<file path="src/rtl/ps2_mouse_sequencer_if.sv">
// ps2_mouse_sequencer_if: command/receive bus between the sequencer and ps2_transmitter
interface ps2_mouse_sequencer_if;
    logic [7:0] tx_data;
    logic       tx_enable;
    logic       tx_busy;
    logic       tx_complete;
    logic [7:0] rx_data;
    logic       rx_valid;
    logic       rx_error;
    modport master (output tx_data, tx_enable, input tx_busy, tx_complete, rx_data, rx_valid, rx_error);
    modport slave (input tx_data, tx_enable, output tx_busy, tx_complete, rx_data, rx_valid, rx_error);
endinterface

</file>
<file path="src/rtl/ps2_mouse_sequencer.sv">
// ps2_mouse_sequencer: PS/2 mouse init handshake with timeouts/retries, then 3-byte packet decode
module ps2_mouse_sequencer #(
    parameter int TIMEOUT_CYCLES = 50_000_000,
    parameter int BYTE_TIMEOUT   = 200_000,
    parameter int MAX_RETRY      = 3
) (
    input  logic                  clk,
    input  logic                  rst,
    ps2_mouse_sequencer_if.master bus,
    output logic                  init_done,
    output logic                  init_fail,
    output logic [1:0]            retry_cnt,
    output logic                  pkt_valid,
    output logic [2:0]            btn,
    output logic [8:0]            dx,
    output logic [8:0]            dy,
    output logic                  x_ovf,
    output logic                  y_ovf
);
    typedef enum logic [3:0] {
        IDLE, SEND_RST, WAIT_ACK1, WAIT_BAT, WAIT_ID, SEND_EN, WAIT_ACK2, B1, B2, B3, FAIL
    } state_t;
    state_t      state, state_n;
    logic [31:0] cnt, cnt_n;
    logic [6:0]  hdr, hdr_n;
    logic [7:0]  b2, b2_n, tx_data_n;
    logic        tx_enable_n, init_done_n, init_fail_n, pkt_valid_n, x_ovf_n, y_ovf_n;
    logic [1:0]  retry_cnt_n;
    logic [2:0]  btn_n;
    logic [8:0]  dx_n, dy_n;
    logic        in_send, in_wait, accept, done, hit, timeout, gap_out, fail, enter;
    assign in_send = state == SEND_RST || state == SEND_EN;
    assign in_wait = state inside {WAIT_ACK1, WAIT_BAT, WAIT_ID, WAIT_ACK2};
    assign accept  = bus.rx_valid && !bus.rx_error;
    assign done    = in_send && bus.tx_complete && !bus.tx_busy;
    assign hit     = accept && (((state == WAIT_ACK1 || state == WAIT_ACK2) && bus.rx_data == 8'hFA)
                             || (state == WAIT_BAT && bus.rx_data == 8'hAA)
                             || (state == WAIT_ID && bus.rx_data == 8'h00));
    assign timeout = (in_send || in_wait) && cnt == 32'(TIMEOUT_CYCLES - 1);
    assign gap_out = (state == B2 || state == B3) && cnt == 32'(BYTE_TIMEOUT - 1);
    // an expected byte or a finished command beats a coinciding timeout; rx_error always fails
    assign fail    = (in_wait && bus.rx_error) || (state == WAIT_BAT && accept && bus.rx_data == 8'hFC)
                  || (timeout && !hit && !done);
    assign enter   = fail || state_n != state;
    // state and all registered outputs
    always_ff @(posedge clk) begin
        if (rst) begin
            state         <= IDLE;
            cnt           <= '0;
            hdr           <= '0;
            b2            <= '0;
            bus.tx_data   <= '0;
            bus.tx_enable <= 1'b0;
            init_done     <= 1'b0;
            init_fail     <= 1'b0;
            retry_cnt     <= '0;
            pkt_valid     <= 1'b0;
            btn           <= '0;
            dx            <= '0;
            dy            <= '0;
            x_ovf         <= 1'b0;
            y_ovf         <= 1'b0;
        end else begin
            state         <= state_n;
            cnt           <= cnt_n;
            hdr           <= hdr_n;
            b2            <= b2_n;
            bus.tx_data   <= tx_data_n;
            bus.tx_enable <= tx_enable_n;
            init_done     <= init_done_n;
            init_fail     <= init_fail_n;
            retry_cnt     <= retry_cnt_n;
            pkt_valid     <= pkt_valid_n;
            btn           <= btn_n;
            dx            <= dx_n;
            dy            <= dy_n;
            x_ovf         <= x_ovf_n;
            y_ovf         <= y_ovf_n;
        end
    end
    // next state: handshake progression, packet byte tracking, failure/retry override
    always_comb begin
        state_n = state;
        case (state)
            IDLE:      state_n = SEND_RST;
            SEND_RST:  if (done) state_n = WAIT_ACK1;
            WAIT_ACK1: if (hit) state_n = WAIT_BAT;
            WAIT_BAT:  if (hit) state_n = WAIT_ID;
            WAIT_ID:   if (hit) state_n = SEND_EN;
            SEND_EN:   if (done) state_n = WAIT_ACK2;
            WAIT_ACK2: if (hit) state_n = B1;
            B1:        if (accept && bus.rx_data[3]) state_n = B2;
            B2:        state_n = bus.rx_error ? B1 : accept ? B3 : gap_out ? B1 : B2;
            B3:        if (bus.rx_error || accept || gap_out) state_n = B1;
            default:   state_n = state;
        endcase
        if (fail) state_n = retry_cnt >= 2'(MAX_RETRY) ? FAIL : SEND_RST;
    end
    // next values of the registered outputs; header keeps only the bits used downstream
    always_comb begin
        cnt_n       = (enter || !(in_send || in_wait || state == B2 || state == B3)) ? '0 : cnt + 32'd1;
        tx_enable_n = in_send && !enter;
        tx_data_n   = state == SEND_RST ? 8'hFF : state == SEND_EN ? 8'hF4 : bus.tx_data;
        retry_cnt_n = (fail && state_n == SEND_RST) ? retry_cnt + 2'd1 : retry_cnt;
        init_fail_n = init_fail || (fail && state_n == FAIL);
        init_done_n = fail ? 1'b0 : (state == WAIT_ACK2 && hit) || init_done;
        pkt_valid_n = state == B3 && accept;
        hdr_n       = (state == B1 && accept && bus.rx_data[3]) ? {bus.rx_data[7:4], bus.rx_data[2:0]} : hdr;
        b2_n        = (state == B2 && accept) ? bus.rx_data : b2;
        btn_n       = pkt_valid_n ? hdr[2:0] : btn;
        dx_n        = pkt_valid_n ? {hdr[3], b2} : dx;
        dy_n        = pkt_valid_n ? {hdr[4], bus.rx_data} : dy;
        x_ovf_n     = pkt_valid_n ? hdr[5] : x_ovf;
        y_ovf_n     = pkt_valid_n ? hdr[6] : y_ovf;
    end
endmodule

</file>
<file path="src/flat_wrapper.sv">
// flat-port wrapper written by rule: the top's interface ports become plain ports
module ps2_mouse_sequencer_flat 
#(
    parameter int TIMEOUT_CYCLES = 50_000_000,
    parameter int BYTE_TIMEOUT   = 200_000,
    parameter int MAX_RETRY      = 3
)
  (clk, rst, init_done, init_fail, retry_cnt, pkt_valid, btn, dx, dy, x_ovf, y_ovf, bus_tx_data, bus_tx_enable, bus_tx_busy, bus_tx_complete, bus_rx_data, bus_rx_valid, bus_rx_error);
  ps2_mouse_sequencer_if bus_i ();
  input  logic clk;
  input  logic rst;
  output logic init_done;
  output logic init_fail;
  output logic [1:0] retry_cnt;
  output logic pkt_valid;
  output logic [2:0] btn;
  output logic [8:0] dx;
  output logic [8:0] dy;
  output logic x_ovf;
  output logic y_ovf;
  output wire logic [$bits(bus_i.tx_data)-1:0] bus_tx_data;
  output wire logic [$bits(bus_i.tx_enable)-1:0] bus_tx_enable;
  input wire logic [$bits(bus_i.tx_busy)-1:0] bus_tx_busy;
  input wire logic [$bits(bus_i.tx_complete)-1:0] bus_tx_complete;
  input wire logic [$bits(bus_i.rx_data)-1:0] bus_rx_data;
  input wire logic [$bits(bus_i.rx_valid)-1:0] bus_rx_valid;
  input wire logic [$bits(bus_i.rx_error)-1:0] bus_rx_error;
  assign bus_tx_data = bus_i.tx_data;
  assign bus_tx_enable = bus_i.tx_enable;
  assign bus_i.tx_busy = bus_tx_busy;
  assign bus_i.tx_complete = bus_tx_complete;
  assign bus_i.rx_data = bus_rx_data;
  assign bus_i.rx_valid = bus_rx_valid;
  assign bus_i.rx_error = bus_rx_error;
  ps2_mouse_sequencer #(.TIMEOUT_CYCLES(TIMEOUT_CYCLES), .BYTE_TIMEOUT(BYTE_TIMEOUT), .MAX_RETRY(MAX_RETRY)) u_core (.clk(clk), .rst(rst), .bus(bus_i), .init_done(init_done), .init_fail(init_fail), .retry_cnt(retry_cnt), .pkt_valid(pkt_valid), .btn(btn), .dx(dx), .dy(dy), .x_ovf(x_ovf), .y_ovf(y_ovf));
endmodule
</file>
<file path="config.mk">
export PLATFORM = sky130hd
export DESIGN_NAME = ps2_mouse_sequencer_flat
export DESIGN_NICKNAME = d
export VERILOG_FILES = /design/src/rtl/ps2_mouse_sequencer_if.sv /design/src/rtl/ps2_mouse_sequencer.sv /design/src/flat_wrapper.sv
export SDC_FILE = /design/constraint.sdc
export NUM_CORES = 1
export LEC_CHECK = 0
export ABC_AREA = 1
export CAP_MARGIN = 10
export CORE_MARGIN = 2
export CORE_UTILIZATION = 32
export CTS_BUF_LIST = sky130_fd_sc_hd__clkbuf_16
export DETAILED_ROUTE_END_ITERATION = 6
export GPL_ROUTABILITY_DRIVEN = 0
export PLACE_DENSITY = 0.48
export SETUP_SLACK_MARGIN = 0.2
export SKIP_CTS_REPAIR_TIMING = 1
export SYNTH_ARGS = -nofsm -noshare
export SYNTH_HDL_FRONTEND = slang
export SYNTH_SLANG_ARGS = --single-unit
</file>
<file path="constraint.sdc">
create_clock -name clk -period 2.7 [get_ports clk]
set_input_delay 0.27 -clock clk [delete_from_list [all_inputs] [get_ports clk]]
set_output_delay 0.27 -clock clk [all_outputs]
set_load 0.05 [all_outputs]
</file>
==> results by group <==
Flow run
  – Number of maximum-capacitance violations: 0

Finish
  – Diodes inserted: 0
  – Total non-filler cell area in the finished layout: 5050 um^2
  – Synthesis-to-finish area growth: 26.5%
  – Final-stage net count: 638
  – Ratio of cells with drive above 1 in the final layout: 13.4%

Timing
  – Setup TNS: 0 ps
  – Peak clock frequency supported by timing: 432 MHz
  – Clock Skew: 9.08 ps
  – Final critical-path required period: 2310 ps
  – Crit share post-route: 85.7%
  – Worst slew margin relative to its limit: 59.4%
  – Worst path setup slack after routing: 387 ps
  – Max-slew violation total from the final report: 0
  – RSZ-0062 raised after global routing: false
  – Transition time at the pin with the least slew margin: 603 ps
  – Final Hold Violating Endpoints: 0
  – Setup violators final: 0

Die
  – Die Y: 116 um
  – Area of the die: 13400 um^2
  – FP Rows: 40
  – Ports placed on the boundary: 51
  – Initial core utilization: 33.0%
  – Std-Cell Core Area: 12100 um^2
  – Die boundary width: 116 um

Synth
  – Main combinational cell family by area after synthesis: simple AND/OR/NAND/NOR gates
  – Post-synthesis share of cell area spent on and, or, nand and nor gates: 33.4%
  – Main area contributors after synthesis: dfxtp_1, nand2_1, nor2_1
  – Post-synth top area share: 41.1%
  – YS warnings: 0
  – Post-Syn Instances: 569
  – EDFF count, synth: 0
  – Net Count, Synth: 585
  – Mux cell area share after synthesis: 0%
  – Arithmetic-cell share of the synthesized area counting full adders, half adders and majority gates: 0.627%
  – Number of synthesized register bits: 82
  – Cell Area, Synth: 3990 um^2
  – Top_reg_cell synth: dfxtp_1
  – Area fraction in compound gates after synthesis: 8.68%
  – Sequential-to-total area share from yosys stat: 41.1%
  – Number of unique standard cell types used by synthesis: 29
  – Share of synthesized flip-flops with an asynchronous set or reset: 0%
  – XOR/XNOR Fraction of Synth Area: 6.58%
  – Average cell area after synthesis: 7.01 um^2
  – Biggest area consumer among synthesized cells: dfxtp_1

Global routing
  – GRT Total Usage: 15.3%
  – Maximum number of pins on one net before global-route repair: 35
  – Vias in the first global route: 3255
  – Global-route wire length before repair: 16100 um
  – Antenna violations before repair: 0
  – GRT overflow: 0

Setup path
  – Cell-by-cell listing of the critical path: ha_2 -> nand2_1 -> nor2_4 -> nand2_2 -> nor2_1 -> nand2_1 -> nor2_4 -> nand2_1 -> nand2_2 -> a21oi_1 -> nand2_1 -> nand3_1 -> nand2_1 -> nor2_2 -> nand2_2 -> buf_12 -> nor2_1
  – Destination of the worst register-to-register timing path: u_core.cnt[2]$_SDFF_PP0_
  – Worst r2r path cells: 17
  – Library cell appearing most often on the critical path: nand2_1
  – CP Max Fanout: 17
  – Startpoint Class: flop
  – Worst Path Arrival: 2550 ps
  – Number of buffers and inverters on the critical path: 1
  – Crit path kind: reg2reg
  – Worst R2R Setup Slack: 390 ps
  – Crit path required time: 2930 ps
  – CP peak stage delay: 350 ps
  – Sort of element at the end of the critical path: flop
  – CP top delay family: simple AND/OR/NAND/NOR gates
  – Reg-to-Reg Start: u_core.cnt[0]$_SDFF_PP0_
  – Cell with the largest stage delay on the worst path: dfxtp_2

Route
  – WL per Instance: 12.3 um
  – Iteration-0 DRC Markers: 160
  – Detailed-routing iteration count for the pre-antenna-repair pass: 7
  – Detail Route Antenna Nets: 0
  – Via-per-instance ratio: 4.55
  – Final Routed Wirelength: 9780 um
  – Via count: 3617
  – Number of DRC violations after detailed routing: 0

CTS
  – Clock insertion delay at the later pin of the skew report: 340 ps
  – TritonCTS Sinks: 82
  – Clock-pin slew of the registers on the worst-case setup and hold paths: 60 ps
  – Clock buffer count from CTS: 9
  – Maximum root-to-sink buffer count: 2
  – Maximum level of the CTS H-tree: 3
  – Clock tree from TritonCTS: built
  – Clock tree root buffer cell: clkbuf_16

Min path
  – Number of cells on the worst hold path: 1
  – Class of the worst hold path: reg2reg
  – Worst hold endpoint: u_core.cnt[0]$_SDFF_PP0_
  – Min-delay src: u_core.cnt[0]$_SDFF_PP0_

Place
  – Port Buf Inserts: 50
  – Post-place setup slack: 124 ps
  – Post-place instance area: 4660 um^2
  – HPWL Detailed: 7250 um

Pwr
  – Static Leak: 0.00190 uW
  – Peak VDD IR: 313 uV
  – Pwr dens: 649 nW/um^2
  – Tot Pwr: 3280 uW

Outcome
  – Result of the run: completed
synth_stat cells, types with 4 or more instances:
library cell,number
nand2_1,137
dfxtp_1,82
nor2_1,68
inv_1,62
a21oi_1,43
nand3_1,40
nor2_2,29
xor2_1,22
o21ai_0,18
clkbuf_1,11
nand4_1,8
nor3_1,8
xnor2_1,8
buf_4,6
buf_6,4
inv_2,4
worst register-to-register path: cells and delay by family, from the launching register on:
kind	cells	cell delay, ps
flops	1	350
fa+ha+maj	1	190
compound gates	1	50
simple gates	14	1450
buf+inv	1	180
registers in the layout, summed over array words and instances (netlist names):
name	flops
u_core.init_fail	1
u_core.dx	9
u_core.btn	3
u_core.hdr	7
u_core.retry_cnt	2
u_core.bus.tx_enable	1
u_core.y_ovf	1
u_core.cnt	32
u_core.state	4
u_core.dy	9
u_core.x_ovf	1
u_core.pkt_valid	1
u_core.init_done	1
u_core.bus.tx_data	2
u_core.b2	8
per-stage QoR:
| stage | cells | hold slack [ps] | utilization [%] |
|---|---|---|---|
| after floorplan | 569 | 373 | - |
| after global placement | 776 | 439 | 38.5 |
| after detailed placement | 776 | 440 | 38.5 |
| after CTS | 792 | 450 | 41.0 |
| after global routing | 795 | 437 | 41.7 |
| final | 795 | 424 | 41.7 |
cell type report:
| type | instances | area [um^2] |
|---|---|---|
| sequential | 82 | 1650 |
| timing repair buffer | 64 | 622 |
| clock inverter | 7 | 83.8 |
| fill | 1292 | 7060 |
| multi-input combinational | 399 | 2010 |
| clock buffer | 9 | 225 |
| tap | 168 | 210 |
| inverter | 66 | 248 |
where the power goes:
group / total (uW) / internal, uW / switching [uW]
registers: 1290 / 1250 / 43.1
clock network: 1270 / 732 / 534
logic: 721 / 243 / 477
kinds of logic (layout without fill, tap and decap cells):
| group | Yosys count | after routing |
|---|---|---|
| AOI/OAI and AO/OA | 66 | 66 |
| xor gates and xnor gates | 30 | 30 |
| DFF | 82 | 82 |
| adders and majority gates | 2 | 2 |
| and+or+nand+nor | 301 | 301 |
| buffers and inverters | 88 | 146 |
worst max-delay path by stage:
stage | from | endpoint | slack [ps] | depth (start not counted)
2_1_floorplan | u_core.cnt[0]$_SDFF_PP0_ | u_core.cnt[0]$_SDFF_PP0_ | 580 | 17
3_5_place_dp | bus_rx_data[1] | u_core.cnt[12]$_SDFF_PP0_ | 120 | 16
4_1_cts | u_core.cnt[0]$_SDFF_PP0_ | u_core.cnt[26]$_SDFF_PP0_ | 200 | 14
3_3_place_gp | bus_rx_data[2] | u_core.cnt[6]$_SDFF_PP0_ | 220 | 18
6_report | u_core.cnt[0]$_SDFF_PP0_ | u_core.cnt[2]$_SDFF_PP0_ | 390 | 17
5_1_grt | u_core.cnt[0]$_SDFF_PP0_ | u_core.cnt[2]$_SDFF_PP0_ | 190 | 18
metal layers:
| layer | wire length, um | GRT usage, % | vias up |
|---|---|---|---|
| li1 | - | - | 1892 |
| met1 | 5140 | 23.3 | 1616 |
| met2 | 3940 | 20.7 | 102 |
| met3 | 602 | 3.87 | 7 |
| met4 | 107 | 5.40 | 0 |
| met5 | 0 | 0 | - |
cells in the final DEF (no fill, tap or decap), types with 2 or more instances in the layout:
cell,instances
buf_4,12
nor2_1,65
clkbuf_16,9
nor3_2,2
dfxtp_1,79
inv_6,2
dfxtp_2,3
o21ai_0,18
nand2_1,136
nand3_2,4
nor2_4,6
nor2_2,28
inv_2,4
nand2_2,4
nand3_1,37
a21oi_2,2
xnor2_1,8
clkinv_4,2
xor2_1,22
nor3_1,8
nand4_1,8
clkdlybuf4s50_1,50
inv_1,62
a21oi_1,43
No activity file was read; power rests on OpenSTA's default activity.
